--- src/rtl/difftest_pkg.sv ---
// Shared types for the LR/SC difftest event path: queue entry layout and counter widths.
// Entry fields are sized for the widest legal configuration; modules slice down to their parameters.
package difftest_pkg;

  localparam int SEQ_W        = 16;
  localparam int DROP_W       = 16;
  localparam int COREID_MAX_W = 32;
  localparam int CHAN_MAX_W   = 4;

  typedef struct packed {
    logic                    success;
    logic [COREID_MAX_W-1:0] coreid;
    logic [CHAN_MAX_W-1:0]   chan;
    logic [SEQ_W-1:0]        seq;
  } lrsc_event_t;

  // Channel index width; a single channel still needs one bit on the port.
  function automatic int chan_width(input int n);
    return (n > 1) ? $clog2(n) : 1;
  endfunction

endpackage

--- src/rtl/difftest_lrsc_event_queue_if.sv ---
// Event capture strobes from the harts plus the valid/ready queue head toward the checker.
// master = producer/consumer side, slave = the event queue.
interface difftest_lrsc_event_queue_if
  import difftest_pkg::*;
#(
  parameter int NUM_CH   = 4,
  parameter int COREID_W = 8
) ();

  localparam int CHAN_W = chan_width(NUM_CH);

  logic [NUM_CH-1:0]          io_valid;
  logic [NUM_CH-1:0]          io_success;
  logic [NUM_CH*COREID_W-1:0] io_coreid;

  logic                       out_valid;
  logic                       out_ready;
  logic                       out_success;
  logic [COREID_W-1:0]        out_coreid;
  logic [CHAN_W-1:0]          out_chan;
  logic [SEQ_W-1:0]           out_seq;

  modport master (
    output io_valid,
    output io_success,
    output io_coreid,
    output out_ready,
    input  out_valid,
    input  out_success,
    input  out_coreid,
    input  out_chan,
    input  out_seq
  );

  modport slave (
    input  io_valid,
    input  io_success,
    input  io_coreid,
    input  out_ready,
    output out_valid,
    output out_success,
    output out_coreid,
    output out_chan,
    output out_seq
  );

endinterface

--- src/rtl/difftest_rr_arbiter.sv ---
// Round-robin pick of one requester per cycle; combinational grant, pointer moves past the winner.
// en low suppresses the grant and freezes the pointer.
module difftest_rr_arbiter
  import difftest_pkg::*;
#(
  parameter  int NUM_CH = 4,
  localparam int CHAN_W = chan_width(NUM_CH)
) (
  input  logic              clock,
  input  logic              reset,
  input  logic [NUM_CH-1:0] req,
  input  logic              en,
  output logic [NUM_CH-1:0] gnt,
  output logic [CHAN_W-1:0] gnt_idx,
  output logic              gnt_vld
);

  logic [CHAN_W-1:0] rr_ptr;

  // First pass looks at or after the pointer, second pass wraps to the bottom.
  always_comb begin
    gnt     = '0;
    gnt_idx = '0;
    gnt_vld = 1'b0;
    if (en) begin
      for (int i = 0; i < NUM_CH; i++) begin
        if (!gnt_vld && req[i] && (i >= int'(rr_ptr))) begin
          gnt[i]  = 1'b1;
          gnt_idx = CHAN_W'(i);
          gnt_vld = 1'b1;
        end
      end
      for (int i = 0; i < NUM_CH; i++) begin
        if (!gnt_vld && req[i]) begin
          gnt[i]  = 1'b1;
          gnt_idx = CHAN_W'(i);
          gnt_vld = 1'b1;
        end
      end
    end
  end

  always_ff @(posedge clock or posedge reset) begin
    if (reset) begin
      rr_ptr <= '0;
    end else if (gnt_vld) begin
      rr_ptr <= (int'(gnt_idx) == NUM_CH - 1) ? '0 : gnt_idx + CHAN_W'(1);
    end
  end

endmodule

--- src/rtl/difftest_lrsc_event_queue.sv ---
// Per-channel LR/SC capture registers merged round-robin into an in-order FIFO; event to out_valid is 2 edges.
// A busy, ungranted capture register drops new events (counted); a full FIFO stalls grants unless the head pops.
module difftest_lrsc_event_queue
  import difftest_pkg::*;
#(
  parameter  int NUM_CH   = 4,
  parameter  int DEPTH    = 8,
  parameter  int COREID_W = 8,
  localparam int CHAN_W   = chan_width(NUM_CH),
  localparam int ADDR_W   = $clog2(DEPTH)
) (
  input  logic                      clock,
  input  logic                      reset,
  input  logic                      enable,
  difftest_lrsc_event_queue_if.slave lrsc,
  output logic [DROP_W-1:0]         drop_count,
  output logic [ADDR_W:0]           level
);

  localparam logic [ADDR_W:0] FULL_LEVEL = (ADDR_W + 1)'(DEPTH);

  logic [NUM_CH-1:0]   cap_vld;
  logic [NUM_CH-1:0]   cap_success;
  logic [COREID_W-1:0] cap_coreid [NUM_CH];

  logic [NUM_CH-1:0]   arm;
  logic [NUM_CH-1:0]   take;
  logic [NUM_CH-1:0]   drop;
  logic [NUM_CH-1:0]   gnt;
  logic [CHAN_W-1:0]   gnt_idx;
  logic                gnt_vld;

  logic                space_ok;
  logic                push;
  logic                pop;

  logic [ADDR_W-1:0]   wr_ptr;
  logic [ADDR_W-1:0]   rd_ptr;
  logic [SEQ_W-1:0]    seq;
  lrsc_event_t         fifo_mem [DEPTH];
  lrsc_event_t         wr_entry;
  lrsc_event_t         head;

  logic [4:0]          drop_num;
  logic [DROP_W:0]     drop_sum;
  logic                unused_head_bits;

  // ---------------------------------------------------------------- capture
  assign arm  = lrsc.io_valid & {NUM_CH{enable}};
  // A register being granted this cycle frees up in time to take the new event.
  assign take = arm & (~cap_vld | gnt);
  assign drop = arm & cap_vld & ~gnt;

  always_ff @(posedge clock or posedge reset) begin
    if (reset) begin
      cap_vld     <= '0;
      cap_success <= '0;
      for (int i = 0; i < NUM_CH; i++) begin
        cap_coreid[i] <= '0;
      end
    end else begin
      for (int i = 0; i < NUM_CH; i++) begin
        if (take[i]) begin
          cap_vld[i]     <= 1'b1;
          cap_success[i] <= lrsc.io_success[i];
          cap_coreid[i]  <= lrsc.io_coreid[i*COREID_W +: COREID_W];
        end else if (gnt[i]) begin
          cap_vld[i]     <= 1'b0;
        end
      end
    end
  end

  // ------------------------------------------------------------ arbitration
  // Full is tolerated only when the head leaves in the same cycle.
  assign pop      = lrsc.out_valid && lrsc.out_ready;
  assign space_ok = (level < FULL_LEVEL) || pop;
  assign push     = gnt_vld;

  difftest_rr_arbiter #(
    .NUM_CH (NUM_CH)
  ) u_arb (
    .clock   (clock),
    .reset   (reset),
    .req     (cap_vld),
    .en      (space_ok),
    .gnt     (gnt),
    .gnt_idx (gnt_idx),
    .gnt_vld (gnt_vld)
  );

  always_comb begin
    wr_entry      = '0;
    wr_entry.chan = CHAN_MAX_W'(gnt_idx);
    wr_entry.seq  = seq;
    for (int i = 0; i < NUM_CH; i++) begin
      if (gnt[i]) begin
        wr_entry.success = cap_success[i];
        wr_entry.coreid  = COREID_MAX_W'(cap_coreid[i]);
      end
    end
  end

  // ------------------------------------------------------------------- fifo
  always_ff @(posedge clock) begin
    if (push) begin
      fifo_mem[wr_ptr] <= wr_entry;
    end
  end

  always_ff @(posedge clock or posedge reset) begin
    if (reset) begin
      wr_ptr <= '0;
      rd_ptr <= '0;
      level  <= '0;
      seq    <= '0;
    end else begin
      if (push) begin
        wr_ptr <= wr_ptr + ADDR_W'(1);
        seq    <= seq + SEQ_W'(1);
      end
      if (pop) begin
        rd_ptr <= rd_ptr + ADDR_W'(1);
      end
      if (push && !pop) begin
        level <= level + (ADDR_W + 1)'(1);
      end else if (!push && pop) begin
        level <= level - (ADDR_W + 1)'(1);
      end
    end
  end

  assign head             = fifo_mem[rd_ptr];
  assign lrsc.out_valid   = (level != '0);
  assign lrsc.out_success = head.success;
  assign lrsc.out_coreid  = head.coreid[COREID_W-1:0];
  assign lrsc.out_chan    = head.chan[CHAN_W-1:0];
  assign lrsc.out_seq     = head.seq;
  assign unused_head_bits = ^{head.coreid, head.chan};

  // ------------------------------------------------------------ drop count
  always_comb begin
    drop_num = '0;
    for (int i = 0; i < NUM_CH; i++) begin
      drop_num = drop_num + 5'(drop[i]);
    end
    drop_sum = {1'b0, drop_count} + (DROP_W + 1)'(drop_num);
  end

  always_ff @(posedge clock or posedge reset) begin
    if (reset) begin
      drop_count <= '0;
    end else if (drop_sum[DROP_W]) begin
      drop_count <= '1;
    end else begin
      drop_count <= drop_sum[DROP_W-1:0];
    end
  end

endmodule

--- src/flat_wrapper.sv ---
// flat-port wrapper written by rule: the top's interface ports become plain ports
module difftest_lrsc_event_queue_flat import difftest_pkg::*;
#(
  parameter  int NUM_CH   = 4,
  parameter  int DEPTH    = 8,
  parameter  int COREID_W = 8,
  localparam int CHAN_W   = chan_width(NUM_CH),
  localparam int ADDR_W   = $clog2(DEPTH)
)
  (clock, reset, enable, drop_count, level, lrsc_io_valid, lrsc_io_success, lrsc_io_coreid, lrsc_out_ready, lrsc_out_valid, lrsc_out_success, lrsc_out_coreid, lrsc_out_chan, lrsc_out_seq);
  difftest_lrsc_event_queue_if #(.NUM_CH(NUM_CH), .COREID_W(COREID_W)) lrsc_i ();
  input  logic clock;
  input  logic reset;
  input  logic enable;
  output logic [DROP_W-1:0] drop_count;
  output logic [ADDR_W:0] level;
  input wire logic [$bits(lrsc_i.io_valid)-1:0] lrsc_io_valid;
  input wire logic [$bits(lrsc_i.io_success)-1:0] lrsc_io_success;
  input wire logic [$bits(lrsc_i.io_coreid)-1:0] lrsc_io_coreid;
  input wire logic [$bits(lrsc_i.out_ready)-1:0] lrsc_out_ready;
  output wire logic [$bits(lrsc_i.out_valid)-1:0] lrsc_out_valid;
  output wire logic [$bits(lrsc_i.out_success)-1:0] lrsc_out_success;
  output wire logic [$bits(lrsc_i.out_coreid)-1:0] lrsc_out_coreid;
  output wire logic [$bits(lrsc_i.out_chan)-1:0] lrsc_out_chan;
  output wire logic [$bits(lrsc_i.out_seq)-1:0] lrsc_out_seq;
  assign lrsc_i.io_valid = lrsc_io_valid;
  assign lrsc_i.io_success = lrsc_io_success;
  assign lrsc_i.io_coreid = lrsc_io_coreid;
  assign lrsc_i.out_ready = lrsc_out_ready;
  assign lrsc_out_valid = lrsc_i.out_valid;
  assign lrsc_out_success = lrsc_i.out_success;
  assign lrsc_out_coreid = lrsc_i.out_coreid;
  assign lrsc_out_chan = lrsc_i.out_chan;
  assign lrsc_out_seq = lrsc_i.out_seq;
  difftest_lrsc_event_queue #(.NUM_CH(NUM_CH), .DEPTH(DEPTH), .COREID_W(COREID_W)) u_core (.clock(clock), .reset(reset), .enable(enable), .lrsc(lrsc_i), .drop_count(drop_count), .level(level));
endmodule
--- config.mk ---
export PLATFORM = sky130hd
export DESIGN_NAME = difftest_lrsc_event_queue_flat
export DESIGN_NICKNAME = d
export VERILOG_FILES = /design/src/rtl/difftest_pkg.sv /design/src/rtl/difftest_lrsc_event_queue_if.sv /design/src/rtl/difftest_rr_arbiter.sv /design/src/rtl/difftest_lrsc_event_queue.sv /design/src/flat_wrapper.sv
export SDC_FILE = /design/constraint.sdc
export NUM_CORES = 1
export LEC_CHECK = 0
export BUFFER_PORTS_ARGS = -buffer_cell sky130_fd_sc_hd__buf_2
export CAP_MARGIN = 40
export CORE_UTILIZATION = 62
export CTS_BUF_LIST = sky130_fd_sc_hd__clkbuf_4 sky130_fd_sc_hd__clkbuf_8
export CTS_CLUSTER_DIAMETER = 40
export DETAILED_ROUTE_END_ITERATION = 7
export HOLD_SLACK_MARGIN = 0.08
export PLACE_DENSITY = 0.87
export SLEW_MARGIN = 20
export SYNTH_ARGS = -nofsm -noshare
export SYNTH_HDL_FRONTEND = slang
export SYNTH_SLANG_ARGS = --single-unit
--- constraint.sdc ---
create_clock -name clock -period 5.2 [get_ports clock]
set_clock_uncertainty 0.2 [all_clocks]
set_input_delay 1.3 -clock clock [delete_from_list [all_inputs] [get_ports clock]]
set_output_delay 1.3 -clock clock [all_outputs]
set_load 0.01 [all_outputs]
After elaboration in Yosys (flattened, before gate mapping)
Memories as Yosys holds them, arrays and structs flattened. Index checks and enable logic that the tools add are counted.

Order comparisons: 4. Bitwise operators: 7. Multiplexer cells: 50. Reduce and logical (&&, ||, !) cells: 29. Add/sub/neg operators: 10. Equal/unequal tests: 1.

Operators by type and width (count): 33-bit 2-to-1 mux (4); 1-bit 2-to-1 mux (34); 16-bit by 5-bit adder with 17-bit output (1); 16-bit by 1-bit adder with 16-bit output, second input constant (1); 4-bit AND (4); 16-bit 2-to-1 mux (1); 2-bit 2-to-1 mux (8); 1-bit logical AND (13); 4-bit 2-to-1 mux (3); 5-bit by 1-bit adder with 5-bit output (2); 2-bit nonzero test (5); 1-bit logical NOT (9); 4-bit inverter (2); 3-bit by 1-bit adder with 3-bit output, second input constant (2); 4-bit by 1-bit adder with 4-bit output, second input constant (1); 1-bit by 2-bit greater-or-equal comparator with 1-bit output, first input constant (2); 4-bit less-than comparator, second input constant (1); 4-bit OR (1); 4-bit nonzero test (1); 4-bit by 1-bit subtractor with 4-bit output, second input constant (1); 1-bit by 1-bit adder with 2-bit output (1); 2-bit by 1-bit adder with 2-bit output, second input constant (1); 2-bit by 1-bit == test with 1-bit output, second input constant (1); 2-bit greater-or-equal comparator, first input constant (1); 1-bit logical OR (1).

Bits in registers: 84. RAM bits: 408. Output and inout port bits: 48. Bits of input ports: 44. Memories kept: 1.

Memory list: u_core.fifo_mem (depth 8, width 51, rd ports 1, clocked after memory_dff 0, wr ports 1, line difftest_lrsc_event_queue.sv:40) `lrsc_event_t fifo_mem [DEPTH];`.

Logic depth before layout (Yosys ltp)
Depth in word-level cells: 41. Depth in mapped cells: 17. Gate-level depth less buffers: 14.

Hierarchy
A second synthesis with hierarchy kept.

Cell total of the unflattened synthesis: 687. Area total of the unflattened synthesis: 12431.9 um^2.

By module, submodules not included: difftest_lrsc_event_queue (sequential area each 8538.2 um^2, area each 12156.7 um^2, cells an instance 651, times used 1); difftest_rr_arbiter (sequential area each 50.0 um^2, area each 275.3 um^2, cells an instance 36, times used 1).

Worst setup path after synthesis
Ideal clock, no wire load.

Path type: input -> register. From: input lrsc_out_ready. To: memory u_core.fifo_mem[0][0] (netlist bit), enable pin. Data arrival time: 4342 ps. Setup slack: 179 ps. Stages: 4. Buffers on the path: 1. Setup time: 479 ps. Cells stage by stage: nor2b_2 or2_1 buf_4 nor4_1.

Word-level cells in the longest chain between the ends: 5.

RTL lines: start: declaration (line flat_wrapper.sv:20) `input wire logic [$bits(lrsc_i.out_ready)-1:0] lrsc_out_ready;`; 1-bit logical AND (line difftest_lrsc_event_queue.sv:76) `assign pop = lrsc.out_valid && lrsc.out_ready;`; 1-bit logical OR (line difftest_lrsc_event_queue.sv:77) `assign space_ok = (level < FULL_LEVEL) || pop;`; 1-bit 2-to-1 mux (line difftest_rr_arbiter.sv:25) `if (en) begin`; 1-bit 2-to-1 mux (line difftest_lrsc_event_queue.sv:106) `if (push) begin`; 1-bit 2-to-1 mux (not written as such) (line difftest_lrsc_event_queue.sv:107) `fifo_mem[wr_ptr] <= wr_entry;`; end: declaration (line difftest_lrsc_event_queue.sv:40).

No other way between the ends.

Worst setup path after layout
From: input lrsc_out_ready. To: register u_core.drop_count[6].

Word-level cells in the longest chain between the ends: 10.

RTL lines: 1-bit logical AND (*) (line difftest_lrsc_event_queue.sv:76); 1-bit logical OR (*) (line difftest_lrsc_event_queue.sv:77); 4-bit 2-to-1 mux (*) (line difftest_rr_arbiter.sv:25); 4-bit inverter (*) (line difftest_lrsc_event_queue.sv:52) `assign drop = arm & cap_vld & ~gnt;`; 4-bit AND (*) (line difftest_lrsc_event_queue.sv:52); 1-bit by 1-bit adder with 2-bit output (line difftest_lrsc_event_queue.sv:145) `drop_num = drop_num + 5'(drop[i]);`; 5-bit by 1-bit adder with 5-bit output (line difftest_lrsc_event_queue.sv:145); 5-bit by 1-bit adder with 5-bit output (*) (line difftest_lrsc_event_queue.sv:145); 16-bit by 5-bit adder with 17-bit output (*) (line difftest_lrsc_event_queue.sv:147) `drop_sum = {1'b0, drop_count} + (DROP_W + 1)'(drop_num);`; 16-bit 2-to-1 mux (*) (line difftest_lrsc_event_queue.sv:153) `end else if (drop_sum[DROP_W]) begin`; end signal: assignment (line difftest_lrsc_event_queue.sv:156) `drop_count <= drop_sum[DROP_W-1:0];`; end: declaration (line difftest_lrsc_event_queue.sv:16) `output logic [DROP_W-1:0] drop_count,`.

Every way passes the cells marked *; elsewhere a longest branch is shown, timed or not. A chain may end at the register's enable or synchronous reset.

==> reports/metrics.yaml <==
placement:
  dp_cells: 1026
  gp_congestion: 0.861
  hpwl_um: 15000
  io_buffers: 91
  place_worst_setup_slack_ns: 0.330
timing:
  max_freq_mhz: 231
  hold_slack_ns: 0.289
  tns_ns: 0
  rsz0062_at_grt: "no"
  maxSlewViolCount: 0
  finalSetupViolCount: 0
  worst_pin_slew_ns: 0.850
  min_period_over_period: 0.834
  layout_setup_ws_ns: 0.862
  relSlewSlack: 0.432
  final_hold_viol_count: 0
  fin_crit_ns: 4.34
setup_path:
  crit_start: "lrsc_out_ready"
  critPathKind: "in -> reg"
  reg2reg_slack_ns: 1.04
  r2r-end: "u_core.drop_count[6]$_DFF_PP0_"
  cp_cell_sequence: "buf_2 > nand2b_1 > nand2_1 > o21ai_1 > nor2_1 > ha_1 > fa_1 > ha_1 > inv_1 > fa_1 > nor2b_1 > o21ba_2 > and2_1 > nand2_1 > o21ai_0"
  crit_end: "u_core.drop_count[6]$_DFF_PP0_"
  cp_slowest_stage_delay_ns: 0.41
  critical_path.startpoint_type: "input pin"
  arrival_ns: 4.59
  critPathSlowestCell: "fa_1"
  required_ns: 5.46
  critPathCaptureType: "flop"
  cp_max_fo: 12
  reg2reg_depth: 14
  r2r_start: "u_core.u_arb.rr_ptr[1]$_DFFE_PP0P_"
finish:
  area_growth_pct: 14.7
  nNetsFinal: 870
  n_antenna_cell: 0
  drive_gt1_frac: 0.396
  instances_no_fill: 1112
logic_synthesis:
  synth-seq-area-share: 0.700
  yosysTopAreaCell: "edfxtp_1"
  ys.flop_type: "edfxtp_1"
  synth_edf_count: 216
  synth_area_per_cell_sq_um: 18.0
  yosysUniqueCellTypes: 54
  syn_inst: 681
  synth_top_cell_area_share: 0.528
  ys_ff_latch: 300
  synth_common_cells: "edfxtp_1 (216), dfrtp_1 (84), mux2_2 (54), mux4_2 (54), nand2_1 (40)"
  syn_area_sq_mm: 0.0123
  async_flop_share: 0.280
  syn_nets: 739
  synth.most_common_cell: "edfxtp_1"
  ys_warn_count: 0
  synthTopCellsByArea: "edfxtp_1 (53%), dfrtp_1 (17%), mux4_2 (9.9%)"
clock_tree:
  cts_hold_buffers: 0
  clock-root-buffer: "clkbuf_8"
  ctsResizeCount: 0
  clkTransAtPathRegs_ns: 0.06
  cts_tree: "built"
  clk_latency_ns: 0.54
  cts_buffer_depth: 3
  cts_sinks: 300
  post_cts_buffers: 0
  cts_max_level: 2
  cts_buffers: 46
global_routing:
  antenna_found_initial: 0
  busiest_layer: "met2"
  grt.overflow.total: 0
  grt_pass1_wl_um: 37500
  use_met3: 0.0483
  track_usage: 0.248
  grt_pass1_vias: 7142
  grt_max_degree: 44
  grt_util_met2: 0.427
  met1_usage: 0.316
detailed_routing:
  vias: 6563
  via_per_inst: 5.90
  first_pass_iters: 8
  drtIter0Drc: 486
  wl_um: 23700
  drc: 0
  wl_per_cell_um: 21.3
  ant_nets: 0
floorplan:
  die-area_sq_mm: 0.0204
  die_x_um: 143
  die_h_um: 143
  io_pins: 92
  start_util: 0.631
  core-area_sq_mm: 0.0195
  rows: 51
pwr:
  ir_drop_mv: 0.428
  powerDensity_mw_per_mm2: 647
  p_leak_nw: 5.28
run:
  cap_violations: 0
status:
  status: "finished, final reports clean"
hold_path:
  hp-class: "reg -> reg"
## metrics by stage
stage | total power [mW] | area [sq um] | util
after global placement | 6.98 | 13100 | 0.673
after floorplan | 6.19 | 12300 | -
after detailed placement | 7.21 | 13100 | 0.673
final | 9.11 | 14100 | 0.723
after CTS | 9.15 | 14000 | 0.721
after global routing | 9.60 | 14100 | 0.723
## cell families after synthesis
kind of cell / after synthesis / share of synthesized area
AO/OA/AOI/OAI: 53 / 0.0311
adder cells (fa/ha/maj): 14 / 0.0161
buffers and inverters: 39 / 0.0161
multiplexers: 121 / 0.163
AND/OR/NAND/NOR: 123 / 0.0516
flip-flops: 300 / 0.700
XOR/XNOR: 31 / 0.0221
## state kept, by name, summed over array words and instances, names as in the netlist
register             cells
u_core.fifo_mem        216
u_core.cap_coreid       32
u_core.drop_count       16
u_core.cap_success       4
u_core.seq              16
u_core.u_arb.rr_ptr      2
u_core.level             4
u_core.wr_ptr            3
u_core.cap_vld           4
u_core.rd_ptr            3
## per-layer routing
metal	up-vias	share of wire
li1	2919	-
met3	52	0.066
met4	0	0.023
met1	3334	0.40
met2	258	0.51
met5	-	0
## worst min-delay path by stage
| stage | start | endpoint | depth (start not counted) |
|---|---|---|---|
| floorplan | u_core.cap_coreid[27]$_DFFE_PP0P_ | u_core.cap_coreid[27]$_DFFE_PP0P_ | 1 |
| global placement | u_core.cap_success[0]$_DFFE_PP0P_ | u_core.cap_success[0]$_DFFE_PP0P_ | 1 |
| detailed placement | u_core.cap_coreid[27]$_DFFE_PP0P_ | u_core.cap_coreid[27]$_DFFE_PP0P_ | 1 |
| CTS | u_core.cap_success[0]$_DFFE_PP0P_ | u_core.cap_success[0]$_DFFE_PP0P_ | 1 |
| global route | u_core.cap_coreid[27]$_DFFE_PP0P_ | u_core.cap_coreid[27]$_DFFE_PP0P_ | 1 |
| finish | u_core.cap_success[0]$_DFFE_PP0P_ | u_core.cap_success[0]$_DFFE_PP0P_ | 1 |
## critical path: cells and delay by family
kind / cells / cell delay, ns
adder cells (fa/ha/maj): 4 / 1.43
AND/OR/NAND/NOR: 6 / 1.09
buffers and inverters: 2 / 0.18
AO/OA/AOI/OAI: 3 / 0.59
## report_power, final
group,switching (mW),internal (mW),total (mW)
Combinational,1.54,1.41,2.95
Sequential,0.568,3.65,4.22
Clock,0.842,1.09,1.93
## cell type report
type | instances | area (sq um)
clock buffers | 77 | 903
clock inverters | 6 | 30.0
fillers | 1152 | 5390
inverters | 12 | 46.3
multi-input cells | 342 | 3520
flip-flops and latches | 300 | 8590
well taps | 265 | 332
repair buffers | 110 | 648
## placed cells by master, fill, tap and decap left out, types with 3 or more instances in the layout
master | synthesis | final
edfxtp_1 | 216 | 216
buf_2 | 11 | 91
dfrtp_1 | 84 | 81
mux2_2 | 54 | 54
mux4_2 | 54 | 54
clkbuf_8 | 0 | 52
nand2_1 | 40 | 40
clkbuf_4 | 0 | 25
nor2_1 | 26 | 23
a21oi_1 | 20 | 20
xnor2_1 | 20 | 20
buf_4 | 4 | 15
nand3_1 | 14 | 14
xor2_1 | 11 | 11
ha_1 | 11 | 11
inv_1 | 11 | 10
mux2_4 | 9 | 9
a222oi_1 | 9 | 9
o21ai_0 | 8 | 8
nand4_1 | 7 | 7
nor2b_1 | 6 | 6
nor2_2 | 2 | 5
and2_1 | 5 | 5
nor3_2 | 1 | 5
nand2b_1 | 4 | 4
clkinv_2 | 0 | 4
buf_12 | 0 | 4
o21ai_1 | 3 | 3
mux2_1 | 3 | 3
fa_1 | 3 | 3
Note: power is estimated with default switching activity, not from simulation.
